===== src/rtl/hack_dbg_pkg.sv =====
// Shared types for the Hack debug clock-enable controller: FSM states, mode encodings and the mode-to-state mapping.
// The breakpoint feature is enabled by the HACK_DBG_BREAKPOINT_EN macro, which is used by hack_debug_controller.
package hack_dbg_pkg;

   typedef enum logic [1:0] {
      RUN   = 2'd0,
      DIV   = 2'd1,
      HALT  = 2'd2,
      BREAK = 2'd3
   } dbg_state_e;

   localparam logic [1:0] MODE_RUN  = 2'b00;
   localparam logic [1:0] MODE_DIV  = 2'b01;
   localparam logic [1:0] MODE_HALT = 2'b10;

   // Both 2'b10 and 2'b11 select HALT.
   function automatic dbg_state_e mode_to_state(input logic [1:0] mode);
      dbg_state_e st;
      case (mode)
         MODE_RUN: st = RUN;
         MODE_DIV: st = DIV;
         default:  st = HALT;
      endcase
      return st;
   endfunction

endpackage


===== src/rtl/hack_dbg_tick_gen.sv =====
// Divide-ratio tick generator: counts 0..max(ratio,1)-1 and flags the wrap cycle.
// A ratio that shrinks mid-count forces the wrap at the next compare.
module hack_dbg_tick_gen #(
   parameter int unsigned DIV_WIDTH = 24
) (
   input  logic                 clk,
   input  logic                 rst_n,
   input  logic                 clear,
   input  logic [DIV_WIDTH-1:0] ratio,
   output logic                 tick_c
);

   logic [DIV_WIDTH-1:0] cnt;
   logic [DIV_WIDTH-1:0] last;

   always_comb begin
      last   = (ratio == '0) ? '0 : ratio - DIV_WIDTH'(1);
      tick_c = (cnt >= last);
   end

   always_ff @(posedge clk or negedge rst_n) begin
      if (!rst_n) begin
         cnt <= '0;
      end else if (clear || tick_c) begin
         cnt <= '0;
      end else begin
         cnt <= cnt + DIV_WIDTH'(1);
      end
   end

endmodule


===== src/rtl/hack_debug_controller.sv =====
// CPU clock-enable generator for the Hack top level: run / divided-run / halt-and-step, instruction counter.
// Define HACK_DBG_BREAKPOINT_EN to add the PC breakpoint compare, the BREAK state and the post-break skip flag.
module hack_debug_controller
   import hack_dbg_pkg::*;
#(
   parameter int unsigned DIV_WIDTH = 24,
   parameter int unsigned PC_WIDTH  = 16,
   parameter int unsigned CNT_WIDTH = 32
) (
   input  logic                 i_CLK,
   input  logic                 i_RESET_n,
   input  logic [1:0]           i_Mode,
   input  logic [DIV_WIDTH-1:0] i_Div,
   input  logic                 i_Step_Req,
   input  logic [PC_WIDTH-1:0]  i_PC,
   input  logic [PC_WIDTH-1:0]  i_BP_Addr,
   input  logic                 i_BP_Valid,
   output logic                 o_CPU_EN,
   output logic                 o_Halted,
   output logic                 o_BP_Hit,
   output logic [CNT_WIDTH-1:0] o_Step_Count
);

   dbg_state_e state;
   dbg_state_e nxt_state;
   dbg_state_e mode_state;
   logic       step_q;
   logic       step_edge;
   logic       cand;
   logic       brk_step;
   logic       bp_stop;
   logic       en_nxt;
   logic       tick_c;
   logic       div_clear;

`ifdef HACK_DBG_BREAKPOINT_EN
   logic skip;
   logic skip_nxt;
   logic bp_match;
`else
   logic unused_bp;
   assign unused_bp = ^{i_PC, i_BP_Addr, i_BP_Valid};
   assign o_BP_Hit  = 1'b0;
`endif

   // Tick counter restarts whenever the FSM is not staying in DIV.
   assign div_clear = (state != DIV) || (nxt_state != DIV);

   hack_dbg_tick_gen #(
      .DIV_WIDTH (DIV_WIDTH)
   ) u_tick_gen (
      .clk    (i_CLK),
      .rst_n  (i_RESET_n),
      .clear  (div_clear),
      .ratio  (i_Div),
      .tick_c (tick_c)
   );

   // Next-state and enable decision; a mode change in HALT drops a coincident step edge.
   always_comb begin
      mode_state = mode_to_state(i_Mode);
      step_edge  = i_Step_Req & ~step_q;
      nxt_state  = mode_state;
      cand       = 1'b0;
      brk_step   = 1'b0;
      bp_stop    = 1'b0;
      case (state)
         RUN:  cand = 1'b1;
         DIV:  cand = tick_c;
         HALT: cand = step_edge && (mode_state == HALT);
         BREAK: begin
            if (step_edge) begin
               brk_step = 1'b1;
            end else if (mode_state != HALT) begin
               nxt_state = BREAK;
            end
         end
         default: cand = 1'b0;
      endcase
`ifdef HACK_DBG_BREAKPOINT_EN
      bp_match = i_BP_Valid && (i_PC == i_BP_Addr) && !skip;
      bp_stop  = cand && bp_match;
      if (bp_stop) begin
         nxt_state = BREAK;
      end
`endif
      en_nxt = (cand && !bp_stop) || brk_step;
`ifdef HACK_DBG_BREAKPOINT_EN
      // Skip exempts the breakpoint instruction from re-triggering until the next enable after the step.
      skip_nxt = skip;
      if (brk_step) begin
         skip_nxt = 1'b1;
      end else if (en_nxt) begin
         skip_nxt = 1'b0;
      end
`endif
   end

   always_ff @(posedge i_CLK or negedge i_RESET_n) begin
      if (!i_RESET_n) begin
         state        <= HALT;
         step_q       <= 1'b1;
         o_CPU_EN     <= 1'b0;
         o_Halted     <= 1'b1;
         o_Step_Count <= '0;
`ifdef HACK_DBG_BREAKPOINT_EN
         o_BP_Hit     <= 1'b0;
         skip         <= 1'b0;
`endif
      end else begin
         state        <= nxt_state;
         step_q       <= i_Step_Req;
         o_CPU_EN     <= en_nxt;
         o_Halted     <= (nxt_state == HALT) || (nxt_state == BREAK);
         o_Step_Count <= o_Step_Count + CNT_WIDTH'(en_nxt);
`ifdef HACK_DBG_BREAKPOINT_EN
         o_BP_Hit     <= (nxt_state == BREAK);
         skip         <= skip_nxt;
`endif
      end
   end

endmodule

===== config.mk =====
export PLATFORM = sky130hd
export DESIGN_NAME = hack_debug_controller
export DESIGN_NICKNAME = d
export VERILOG_FILES = /design/src/rtl/hack_dbg_pkg.sv /design/src/rtl/hack_dbg_tick_gen.sv /design/src/rtl/hack_debug_controller.sv
export SDC_FILE = /design/constraint.sdc
export NUM_CORES = 1
export LEC_CHECK = 0
export CORE_ASPECT_RATIO = 0.7
export CORE_MARGIN = 4
export CORE_UTILIZATION = 54
export DETAILED_ROUTE_END_ITERATION = 10
export GPL_ROUTABILITY_DRIVEN = 0
export PLACE_DENSITY = 0.87
export SETUP_SLACK_MARGIN = 0.02
export SLEW_MARGIN = 0
export SYNTH_ARGS = -nofsm -noshare
export SYNTH_HDL_FRONTEND = slang
export SYNTH_SLANG_ARGS = --single-unit

===== constraint.sdc =====
create_clock -name i_CLK -period 5.6 [get_ports i_CLK]
set_clock_uncertainty 0.05 [all_clocks]
set_input_delay 0.84 -clock i_CLK [delete_from_list [all_inputs] [get_ports i_CLK]]
set_output_delay 0.84 -clock i_CLK [all_outputs]
set_load 0.1 [all_outputs]

==> run_results.csv <==
group,metric,value,unit
outcome,status,"completed",
grt,overflow,0,
worst_setup_path,max_stage_delay,610,ps
final_layout,final_nets,578,
clock_network,clock_path_buffers,2,
route,num_vias,3258,
final_layout,drive_gt1_share,10.77,%
die,fp.coreArea,0.006850,mm^2
worst_setup_path,required,5780,ps
die,initial_utilization,56.40,%
worst_setup_path,critical_path.endpoint_type,"register",
route,drc,0,
timing,fmax,190.3,MHz
synth,synthTopCellsByArea,"dfrtp_1, xnor2_1, ha_1, xor2_1, nand2_1",
synth,synthCells,406,
route,dr_wl_met2,4.209,mm
clock_network,htreeDepth,3,
route,dr_wl_met3,402,um
grt,grt_pass1_vias,3190,
synth,synth_top_area_cell,"dfrtp_1",
route,initialDrtViolationCount,160,
final_layout,n_fill_cell,496,
placement,dp_hpwl,6.777,mm
clock_network,hold_buffers,0,
die,die_y,78.77,um
clock_network,clkSlewWorstSetupHoldPaths,70,ps
worst_setup_path,cp_max_fo,4,
synth,syn_area_per_cell,9.517,um^2
worst_setup_path,crit_arrival,5430,ps
die,fp-row-count,25,
worst_setup_path,worst_setup_path_start_kind,"input port",
timing,post-route-min-period,5255,ps
route,dr.pass1.iters,5,
worst_setup_path,path_class,"in2reg",
worst_setup_path,cp_top_family,"simple AND/OR/NAND/NOR gates",
final_layout,seq_area,0.001530,mm^2
worst_setup_path,critPathBufInv,4,
route,wl_met1,4.231,mm
clock_network,clockRootBuffer,"clkbuf_8",
route,routed_via_density,5.560,
die,die_w,109.1,um
clock_network,clock_latency,340,ps
clock_network,cts.sinks,61,
timing,hold_violations,0,
timing,rsz0062_at_grt,"no",
timing,setup_violations,0,
grt,grt_antenna_before_repair,0,
synth,synth-seq-cells,61,
route,wl_per_cell,15.33,um
timing,finalCritPeriodShare,93.85,%
synth,synthFlopType,"dfrtp_1",
die,fp.dieArea,0.008594,mm^2
clock_network,cts_buffers,9,
clock_network,postCtsResizedCells,0,
synth,synth_seq_area_share,39.60,%
synth,yosysWarnings,0,
clock_network,post_cts_buffers,0,
grt,grt_max_degree,62,
final_layout,multiInputGateArea,0.002255,mm^2
synth,synth_top_area_share,37.56,%
die,pin_count,97,
synth,async_reset_ff_share,100.0,%
worst_setup_path,cp_cell_sequence,"clkdlybuf4s50_1 > or4_1 > nor4_1 > buf_4 > nand3_1 > xnor2_1 > nand2_1 > ha_1 > nand4_1 > buf_4 > o211ai_1 > a2111oi_0 > o211ai_2 > and2_1 > ha_1 > nand3_1 > or2_1 > buf_12 > nor2_1 > and4_1 > xor2_1",
pwr,p_per_area,267.0,mW/mm^2
timing,tightestPinTransition,1008,ps
route,ant_nets,0,
placement,place.port_buffers,62,
final_layout,syn_to_final_growth,28.24,%
clock_network,cts_tree,"built",
route,routed_wl,8.986,mm
timing,slew_viol_final,0,
synth,synth_fp_nets,497,
grt,grt.total_usage,22.10,%
worst_setup_path,cp_slowest_cell,"or4_1",
final_layout,diodes,0,
flow_run,maxCapViolations,0,
pwr,peakVddDrop,0.2102,mV
pwr,leakagePower,2.135,nW
timing,maxSlewHeadroom,32.58,%
hold_path,hold_class,"reg2reg",
timing,tns,0,ps
final_layout,final_core_util,72.33,%
worst_setup_path,regToRegSetupSlack,2270,ps
synth,synth_edf_count,0,
route,top_layer_used,"met4",
grt,grt_pass1_wl,15.10,mm
synth,synth_cell_types,51,
synth,synth_area,0.003864,mm^2
worst register-to-register path, cell delays in order, from the launching register on:
cell and delay, ps:
dfrtp_1 440, ha_1 330, nand4_1 130, buf_4 140
o211ai_1 90, a2111oi_0 580, o211ai_2 200, and2_1 210
ha_1 200, nand3_1 90, or2_1 210, buf_12 140
nor2_1 60, and4_1 210, xor2_1 130
cell families after synthesis:
family	count (synthesis)	synth area share (%)
adders and majority gates	29	9.391
and+or+nand+nor	197	27.91
DFF	61	39.60
AOI/OAI and AO/OA	23	4.081
xor gates and xnor gates	73	16.55
other	1	0.09706
buffers and inverters	22	2.364
per-stage QoR:
stage,instance area [um^2],std cells,setup slack (ps),power [mW],hold slack (ps)
floorplan,3864,406,398.0,0.7435,435.0
global placement,4698,570,92.18,0.8509,408.4
detailed placement,4698,570,1.888,0.8598,417.2
CTS,4942,586,337.8,1.329,427.0
global route,4955,586,30.14,1.372,434.4
finish,4955,586,344.6,1.323,427.6
per-layer routing:
layer	vias to the layer above	track usage (%)
li1	1586	-
met4	0	6.810
met5	-	0
met1	1575	30.37
met2	83	35.05
met3	14	4.630
synth_stat cells, types with 2 or more instances:
master and count:
a2111oi_0 2, a21oi_1 7, and2_1 3, and3_1 5
and4_1 6, buf_2 4, clkbuf_1 5, dfrtp_1 58
dfstp_2 3, ha_1 29, inv_1 12, nand2_1 49
nand2b_1 5, nand3_1 24, nand3b_1 4, nand4_1 10
nand4b_1 2, nor2_1 26, nor3_1 34, nor4_1 7
nor4_4 2, o21a_1 2, o21ai_0 3, or2_2 3
or3_1 3, or4_1 2, xnor2_1 50, xor2_1 23
placed cells by master (no fill, tap or decap), drive strengths merged, types with 2 or more instances in the layout:
master / n
buf: 19
nor2: 26
nand4b: 2
nand3b: 4
or2: 4
dfrtp: 58
o211ai: 2
bufinv: 2
nand2b: 5
xor2: 23
nor3: 35
nand4: 11
o21ai: 3
nand3: 25
ha: 29
inv: 12
clkbuf: 13
o21a: 2
or4: 3
and3: 5
nand2: 49
and4: 7
clkdlybuf4s50: 61
dfstp: 3
and2: 4
xnor2: 50
a2111oi: 2
a21oi: 7
nor4: 10
or3: 3
final cells by class:
type	count	area share [%]
Clock buffer	13	3.611
Clock inverter	3	1.313
Inverter	12	0.9091
Multi-Input combinational cell	323	45.51
Sequential cell	61	30.88
Tap cell	94	2.374
Timing Repair Buffer	80	15.40
worst paths after layout:
| path | end | cells after the start | startpoint |
|---|---|---|---|
| min in group asynchronous | u_tick_gen.cnt[1] | 2 | i_RESET_n |
| worst min register to register | o_Step_Count[31] | 1 | o_Step_Count[31] |
| worst min-delay path | o_Step_Count[31] | 1 | o_Step_Count[31] |
| worst max-delay path | o_Step_Count[13] | 21 | i_Div[17] |
| max in group asynchronous | o_Step_Count[7] | 2 | i_RESET_n |
| worst max register to register | o_Step_Count[13] | 14 | u_tick_gen.cnt[21] |
flip-flops by register name, summed over array words and instances (netlist names):
name	cells
o_Halted	1
o_CPU_EN	1
o_Step_Count	32
u_tick_gen.cnt	24
state	2
step_q	1
power by group:
group | switching [mW] | internal, mW | total, mW
combinational | 0.256 | 0.0977 | 0.353
clock | 0.172 | 0.299 | 0.470
sequential | 0.0311 | 0.468 | 0.499
Note: power is estimated with default switching activity, not from simulation.
